==> src/rtl/silo_ro_mem_sched.sv <==
// silo_ro_mem_sched: round-robin AR scheduler with in-order burst tracker and R-beat re-tagging
module silo_ro_mem_sched #(
  parameter int N_REQ = 3,
  parameter int TRK_DEPTH = 8,
  localparam int PW = (N_REQ > 1) ? $clog2(N_REQ) : 1,
  localparam int AW = $clog2(TRK_DEPTH)
) (
  input  logic                      clk,
  input  logic                      rst,
  input  logic [N_REQ-1:0]          req_valid,
  output logic [N_REQ-1:0]          req_ready,
  input  logic [N_REQ-1:0][31:0]    req_addr,
  input  logic [N_REQ-1:0][7:0]     req_len,
  input  logic [N_REQ-1:0][7:0]     req_slot,
  output logic                      m_arvalid,
  input  logic                      m_arready,
  output logic [31:0]               m_araddr,
  output logic [7:0]                m_arlen,
  output logic [2:0]                m_arsize,
  input  logic                      m_rvalid,
  output logic                      m_rready,
  input  logic [31:0]               m_rdata,
  input  logic                      m_rlast,
  output logic                      resp_valid,
  input  logic                      resp_ready,
  output logic [31:0]               resp_data,
  output logic [PW-1:0]             resp_req_id,
  output logic [7:0]                resp_slot,
  output logic [7:0]                resp_word_id,
  output logic                      resp_last,
  output logic [AW:0]               outstanding,
  output logic                      len_err
);
  logic [PW-1:0] rr_ptr, grant;
  logic [AW-1:0] wr_ptr, rd_ptr;
  logic [AW:0]   cnt;
  logic [7:0]    word_cnt;
  logic [PW-1:0] trk_id   [TRK_DEPTH];
  logic [7:0]    trk_slot [TRK_DEPTH];
  logic [7:0]    trk_len  [TRK_DEPTH];
  logic full, empty, cap, r_hs, pop;
  // Scan downward so the requester nearest rr_ptr overwrites the others.
  always_comb begin
    grant = '0;
    for (int i = N_REQ - 1; i >= 0; i--) begin
      int k;
      k = int'(rr_ptr) + i;
      k = (k >= N_REQ) ? k - N_REQ : k;
      if (req_valid[k]) grant = PW'(k);
    end
  end
  assign full = cnt == (AW+1)'(TRK_DEPTH);
  assign empty = cnt == '0;
  assign cap = (!m_arvalid || m_arready) && !full && |req_valid;
  assign req_ready = cap ? N_REQ'(1) << grant : '0;
  assign r_hs = m_rvalid && resp_ready;
  assign pop = r_hs && m_rlast && !empty;
  assign m_arsize = 3'd2;
  assign m_rready = resp_ready;
  assign resp_valid = m_rvalid;
  assign resp_data = m_rdata;
  assign resp_last = m_rlast;
  assign resp_req_id = trk_id[rd_ptr];
  assign resp_slot = trk_slot[rd_ptr];
  assign resp_word_id = word_cnt;
  assign outstanding = cnt;
  always_ff @(posedge clk or posedge rst) begin
    if (rst) begin
      m_arvalid <= 1'b0;
      m_araddr <= '0;
      m_arlen <= '0;
      rr_ptr <= '0;
      wr_ptr <= '0;
      rd_ptr <= '0;
      cnt <= '0;
      word_cnt <= '0;
      len_err <= 1'b0;
    end else begin
      if (cap) begin
        m_arvalid <= 1'b1;
        m_araddr <= req_addr[grant];
        m_arlen <= req_len[grant];
        rr_ptr <= (grant == PW'(N_REQ - 1)) ? '0 : grant + 1'b1;
        wr_ptr <= wr_ptr + 1'b1;
      end else if (m_arready) begin
        m_arvalid <= 1'b0;
      end
      if (pop) rd_ptr <= rd_ptr + 1'b1;
      cnt <= cnt + (AW+1)'(cap) - (AW+1)'(pop);
      if (r_hs) word_cnt <= m_rlast ? 8'd0 : word_cnt + 8'd1;
      if (m_rvalid && (empty || (m_rlast != (word_cnt == trk_len[rd_ptr])))) len_err <= 1'b1;
    end
  end
  always_ff @(posedge clk) begin
    if (cap) begin
      trk_id[wr_ptr] <= grant;
      trk_slot[wr_ptr] <= req_slot[grant];
      trk_len[wr_ptr] <= req_len[grant];
    end
  end
endmodule

==> config.mk <==
export PLATFORM = sky130hd
export DESIGN_NAME = silo_ro_mem_sched
export DESIGN_NICKNAME = d
export VERILOG_FILES = /design/src/rtl/silo_ro_mem_sched.sv
export SDC_FILE = /design/constraint.sdc
export NUM_CORES = 1
export LEC_CHECK = 0
export CAP_MARGIN = 15
export CORE_MARGIN = 2
export CORE_UTILIZATION = 42
export CTS_CLUSTER_DIAMETER = 50
export CTS_CLUSTER_SIZE = 12
export DETAILED_ROUTE_END_ITERATION = 10
export GPL_ROUTABILITY_DRIVEN = 0
export PLACE_DENSITY_LB_ADDON = 0.08
export SLEW_MARGIN = 5
export SYNTH_ARGS = -nofsm -noshare
export SYNTH_HDL_FRONTEND = slang
export SYNTH_SLANG_ARGS = --single-unit
==> constraint.sdc <==
create_clock -name clk -period 3.8 [get_ports clk]
set_input_delay 1.14 -clock clk [delete_from_list [all_inputs] [get_ports clk]]
set_output_delay 1.14 -clock clk [all_outputs]
set_load 0.01 [all_outputs]
Yosys cells after proc, flatten, opt, wreduce, memory -nomap -nowiden --
Memory sizes are Yosys's and may differ from the RTL's. Index checks and enable logic that the tools add are counted.
Cells by class: $add $sub $neg 11, order comparisons 7, equal/unequal tests 4, shift operators 1, multiplexer cells 28, reduce and logical (&&, ||, !) cells 14
Operators with widths (number):
- $mux W32 | 4
- $lt A32 B4 Y1 const B | 3
- $bmux W32 S2 | 1
- $bmux W8 S2 | 2
- $mux W8 | 3
- $mux W1 | 10
- $add A8 B1 Y8 const B | 1
- $eq A8 B8 Y1 | 1
- $mux W2 | 4
- $sub A3 B2 Y4 const B | 2
- $add A3 B1 Y3 const B | 2
- $bmux W1 S2 | 3
- $ge A3 B2 Y1 const B | 2
- $logic_and A1 B1 Y1 | 6
- $add A4 B1 Y4 | 1
- $eq A4 B4 Y1 const B | 1
- $logic_not A4 Y1 | 1
- $sub A4 B1 Y4 | 1
- $add A2 B1 Y3 const B | 1
- $add A2 B2 Y3 const B | 1
- $logic_not A1 Y1 | 3
- $lt A2 B3 Y1 const B | 1
- $mux W3 | 1
- $reduce_or A3 Y1 | 1
- 8 further kinds | 9
Storage, ports and cells: register bits 62, memory bits (writable) 144, logic and storage cells 77, memories 3
Memories:
- trk_len | depth 8, width 8, read ports 1, clocked after Yosys merged registers in 0, write ports 1, RTL line 40 | logic [7:0] trk_len [TRK_DEPTH];
- trk_slot | depth 8, width 8, read ports 1, clocked after Yosys merged registers in 0, write ports 1, RTL line 39 | logic [7:0] trk_slot [TRK_DEPTH];
- trk_id | depth 8, width 2, read ports 1, clocked after Yosys merged registers in 0, write ports 1, RTL line 38 | logic [PW-1:0] trk_id [TRK_DEPTH];

Longest topological paths before layout --
depth after elaboration 11, depth in mapped cells 13, mapped depth without buffers 12

Worst setup path before layout --
Ideal clock, no wire load.
kind input -> register, start in m_arready, end mem trk_id[2][0] in the netlist's numbering (enable), setup time 446 ps, arrival 3646 ps, path slack -292 ps, stages on the path 5, buffers on the path 1, cell sequence nand2b_1 -> nor2b_1 -> clkbuf_1 -> inv_2 -> nor4b_1
Between the ends: cells in the longest elaborated chain, start to end 5
RTL lines:
- start: declaration | RTL line 16 | input logic m_arready,
- $logic_or A1 B1 Y1 | RTL line 54 | assign cap = (!m_arvalid || m_arready) && !full && |req_valid;
- $logic_and A1 B1 Y1 (2 in series) | RTL line 54
- $mux W1 | RTL line 95 | if (cap) begin
- $mux W1 (not written as such) | RTL line 96 | trk_id[wr_ptr] <= grant;
- end: declaration | RTL line 38
No other way between the ends.

Worst setup path after layout --
start in req_valid[2], end out req_ready[1]
Between the ends: cells in the longest elaborated chain, start to end 8, elaborated cells between the ends (all ways) 16
RTL lines:
- start: declaration | RTL line 10 | input logic [N_REQ-1:0] req_valid,
- $bmux W1 S2 | RTL line 49 | if (req_valid[k]) grant = PW'(k);
- $mux W1 (not written as such) (2 in series) | RTL line 49
- $mux W2 (3 in series) | RTL line 49
- $shl A1 B2 Y3 | RTL line 55 | assign req_ready = cap ? N_REQ'(1) << grant : '0;
- $mux W3 * | RTL line 55
- end: declaration | RTL line 11 | output logic [N_REQ-1:0] req_ready,
Mark *: on every way between the ends. The rest lies on a longest branch, timed or not. The select of a mux whose other input is x is not followed.

==> flow_metrics.tcl <==
set metrics [dict create \
    ys_types 48 \
    synthArstFlopShare_pct 30.1 \
    drv_cap 0 \
    dieArea_um2 23100 \
    synth_top_area_share_pct 47.0 \
    status "finished, final reports clean" \
    worstPathMaxFanout 3 \
    track_usage_pct 20.9 \
    portBuffers 222 \
    whs_ns 0.509 \
    synthCells 651 \
    setup_viol 0 \
    cp.required_ns 2.66 \
    clk_latency_ns 0.51 \
    synth-adder-area-share_pct 1.71 \
    synthXorXnorAreaFrac_pct 1.14 \
    power.density_nw_per_um2 776 \
    first_pass_iters 4 \
    critical_path.slowest_cell "clkdlybuf4s50_1" \
    irDropWorstVdd_mv 0.326 \
    clockBufferDepth 3 \
    slew_violations 0 \
    rows 54 \
    grt_max_degree 69 \
    grt_pass1_wl_mm 37.8 \
    worstPathBufferInverterCount 3 \
    vias_per_cell 5.28 \
    synthTopCellsByCount "144 x edfxtp_1, 68 x nand2_1, 62 x dfrtp_1, 41 x a22oi_1, 40 x nor2_1" \
    die-width_um 152 \
    cts_tree "built" \
    num_vias 6150 \
    grt_pass1_vias 6489 \
    io_pins 290 \
    wire_per_inst_um 21.0 \
    p_leak_nw 4.65 \
    synth_compound_area_share_pct 9.47 \
    drtIter0Drc 365 \
    tightest_slew_ns 0.663 \
    synth.most_common_cell "edfxtp_1" \
    post-route-min-period_ns 3.74 \
    clock_skew_ns 0.0114 \
    ant_nets 0 \
    path_class "in -> out" \
    worstPathCellList "clkdlybuf4s50_1, a21oi_1, o221a_2, buf_4, and2_1, dlygate4sd2_1" \
    dieHeight_um 152 \
    startpoint_type "primary input" \
    synth-edff-count 144 \
    nets 1061 \
    synth_area_leaders "edfxtp_1 47%, dfrtp_1 17%, mux4_2 6.9%" \
    cp_slowest_stage_delay_ns 0.53 \
    root_buffer "clkbuf_16" \
    areaGrowthSynthToFinish_pct 35.7 \
    drt_wl_total_mm 24.5 \
    synth.cell_area_um2 9210 \
    synthSimpleGateAreaFrac_pct 6.73 \
    antenna_found_initial 0 \
    htreeDepth 1 \
    cts_made_buffers 25 \
    clock_sinks 206 \
    worstHoldPathType "reg -> reg" \
    ys_seq_area_share_pct 63.8 \
    crit_family "buffers and inverters" \
    min_period_over_period_pct 98.4 \
    initial_utilization_pct 42.4 \
    coreArea_um2 21700 \
    ys_ff_latch 206 \
    synth_top_family_by_area "multiplexers" \
    clk_pin_slew_ns 0.06 \
    yosysTopAreaCell "edfxtp_1" \
    max-slew-margin-rel_pct 55.8 \
    synth_warnings 0 \
    end_kind "primary output" \
    nFillCells 1735 \
    drive_above_1_share_pct 16.4 \
    fin_cells 1164 \
    dpl.cell_count 1116 \
    finalHoldViolations 0 \
    synth_ff_type "edfxtp_1" \
    regToRegSetupSlack_ns 0.88 \
    syn_area_per_cell_um2 14.1 \
    worstPathArrival_ns 2.60 \
    drcViolationCount 0 \
    grt_overflow 0 \
    synthMuxAreaShare_pct 11.6 \
    detailed_place_hpwl_mm 16.7 \
    fmax_mhz 267 \
]
[worst register-to-register path, cell delays in order, from the launching register on]
cell,delay [ns]
dfrtp_1,0.36
inv_1,0.08
ha_1,0.19
nand2_1,0.10
o31ai_1,0.09
buf_4,0.15
nor2b_4,0.16
buf_4,0.55
nand2_1,0.32
nor3b_2,0.23
buf_4,0.35
[flip-flops by register name, summed over array words and instances (netlist names)]
register      cells
outstanding       4
m_arvalid         1
wr_ptr            3
len_err           1
m_arlen           8
trk_slot         64
rd_ptr            3
trk_id           16
rr_ptr            2
trk_len          64
m_araddr         32
resp_word_id      8
[placed cells by master (no fill, tap or decap), types with 4 or more instances in the layout]
cell and instances:
clkbuf_1 8, mux4_2 28, ha_1 11, nor3_1 4, edfxtp_1 144, a22o_1 11, inv_1 10, o21ai_0 8
a31oi_1 33, xnor2_1 5, clkdlybuf4s50_1 219, clkbuf_16 25, a22oi_1 41, a21oi_1 6, xor2_1 7, nand2b_1 4
mux2_2 28, a21o_1 13, buf_4 35, nor2_1 38, mux2i_1 12, nand2_1 68, dfrtp_1 61
[path summary, 6_finish.rpt]
path / from / cells after the start / endpoint
max: req_valid[2] / 6 / req_ready[1]
min: m_arlen[3]$_DFFE_PP0N_ / 1 / m_arlen[3]$_DFFE_PP0N_
max reg2reg: outstanding[2]$_DFF_PP0_ / 10 / trk_len[3][3]$_DFFE_PP_
min reg2reg: m_arlen[3]$_DFFE_PP0N_ / 1 / m_arlen[3]$_DFFE_PP0N_
max in group asynchronous: rst / 3 / m_araddr[5]$_DFFE_PP0N_
min in group asynchronous: rst / 2 / m_arlen[1]$_DFFE_PP0N_
[per-layer routing]
metal  GRT usage [%]  wire length, µm  vias up
li1                -                -     2858
met3            5.88             1870       36
met4            5.38              427        0
met2            36.0            12300      207
met5               0                0        -
met1            26.3             9840     3049
[final cells by class]
cell class	count	area (µm²)	area share (%)
flip-flops and latches	206	5880	47.1
multi-input cells	361	2930	23.5
repair buffers	258	2500	20.0
clock buffers	34	669	5.36
well taps	280	350	2.81
clock inverters	12	108	0.862
inverters	12	45.0	0.361
diodes	1	2.50	0.0200
[report_power, final]
group | leakage [nW] | total (mW) | internal (mW) | switching, mW
logic | 2.24 | 3.89 | 1.91 | 1.98
clock network | 0.378 | 2.24 | 1.32 | 0.922
registers | 2.03 | 3.56 | 3.23 | 0.328
total | 4.65 | 9.69 | 6.46 | 3.23
[through the flow]
stage	setup slack [ns]	instance area [µm²]	utilization [%]	power [mW]	setup TNS, ns
2_1_floorplan	-0.0144	9230	-	5.81	-0.260
3_3_place_gp	-0.274	11700	53.9	7.44	-0.551
3_5_place_dp	-0.305	11700	53.9	7.53	-1.30
4_1_cts	0.0430	12500	57.5	9.81	0
5_1_grt	-0.0171	12500	57.6	10.3	-0.0171
6_report	0.0594	12500	57.6	9.69	0
[cell families (layout without fill, tap and decap cells)]
group,Yosys count,in the layout
xor gates and xnor gates,12,12
DFF,206,206
adders and majority gates,12,12
buffers and inverters,85,316
and+or+nand+nor,142,142
other,2,4
AOI/OAI and AO/OA,124,124
muxes,68,68
[repair_timing]
action,in CTS,in global routing
gates resized for setup,5,2
endpoints found under the setup margin,9,1
hold buffers,0,0
setup buffers,1,0
No activity file was read; power rests on OpenSTA's default activity.
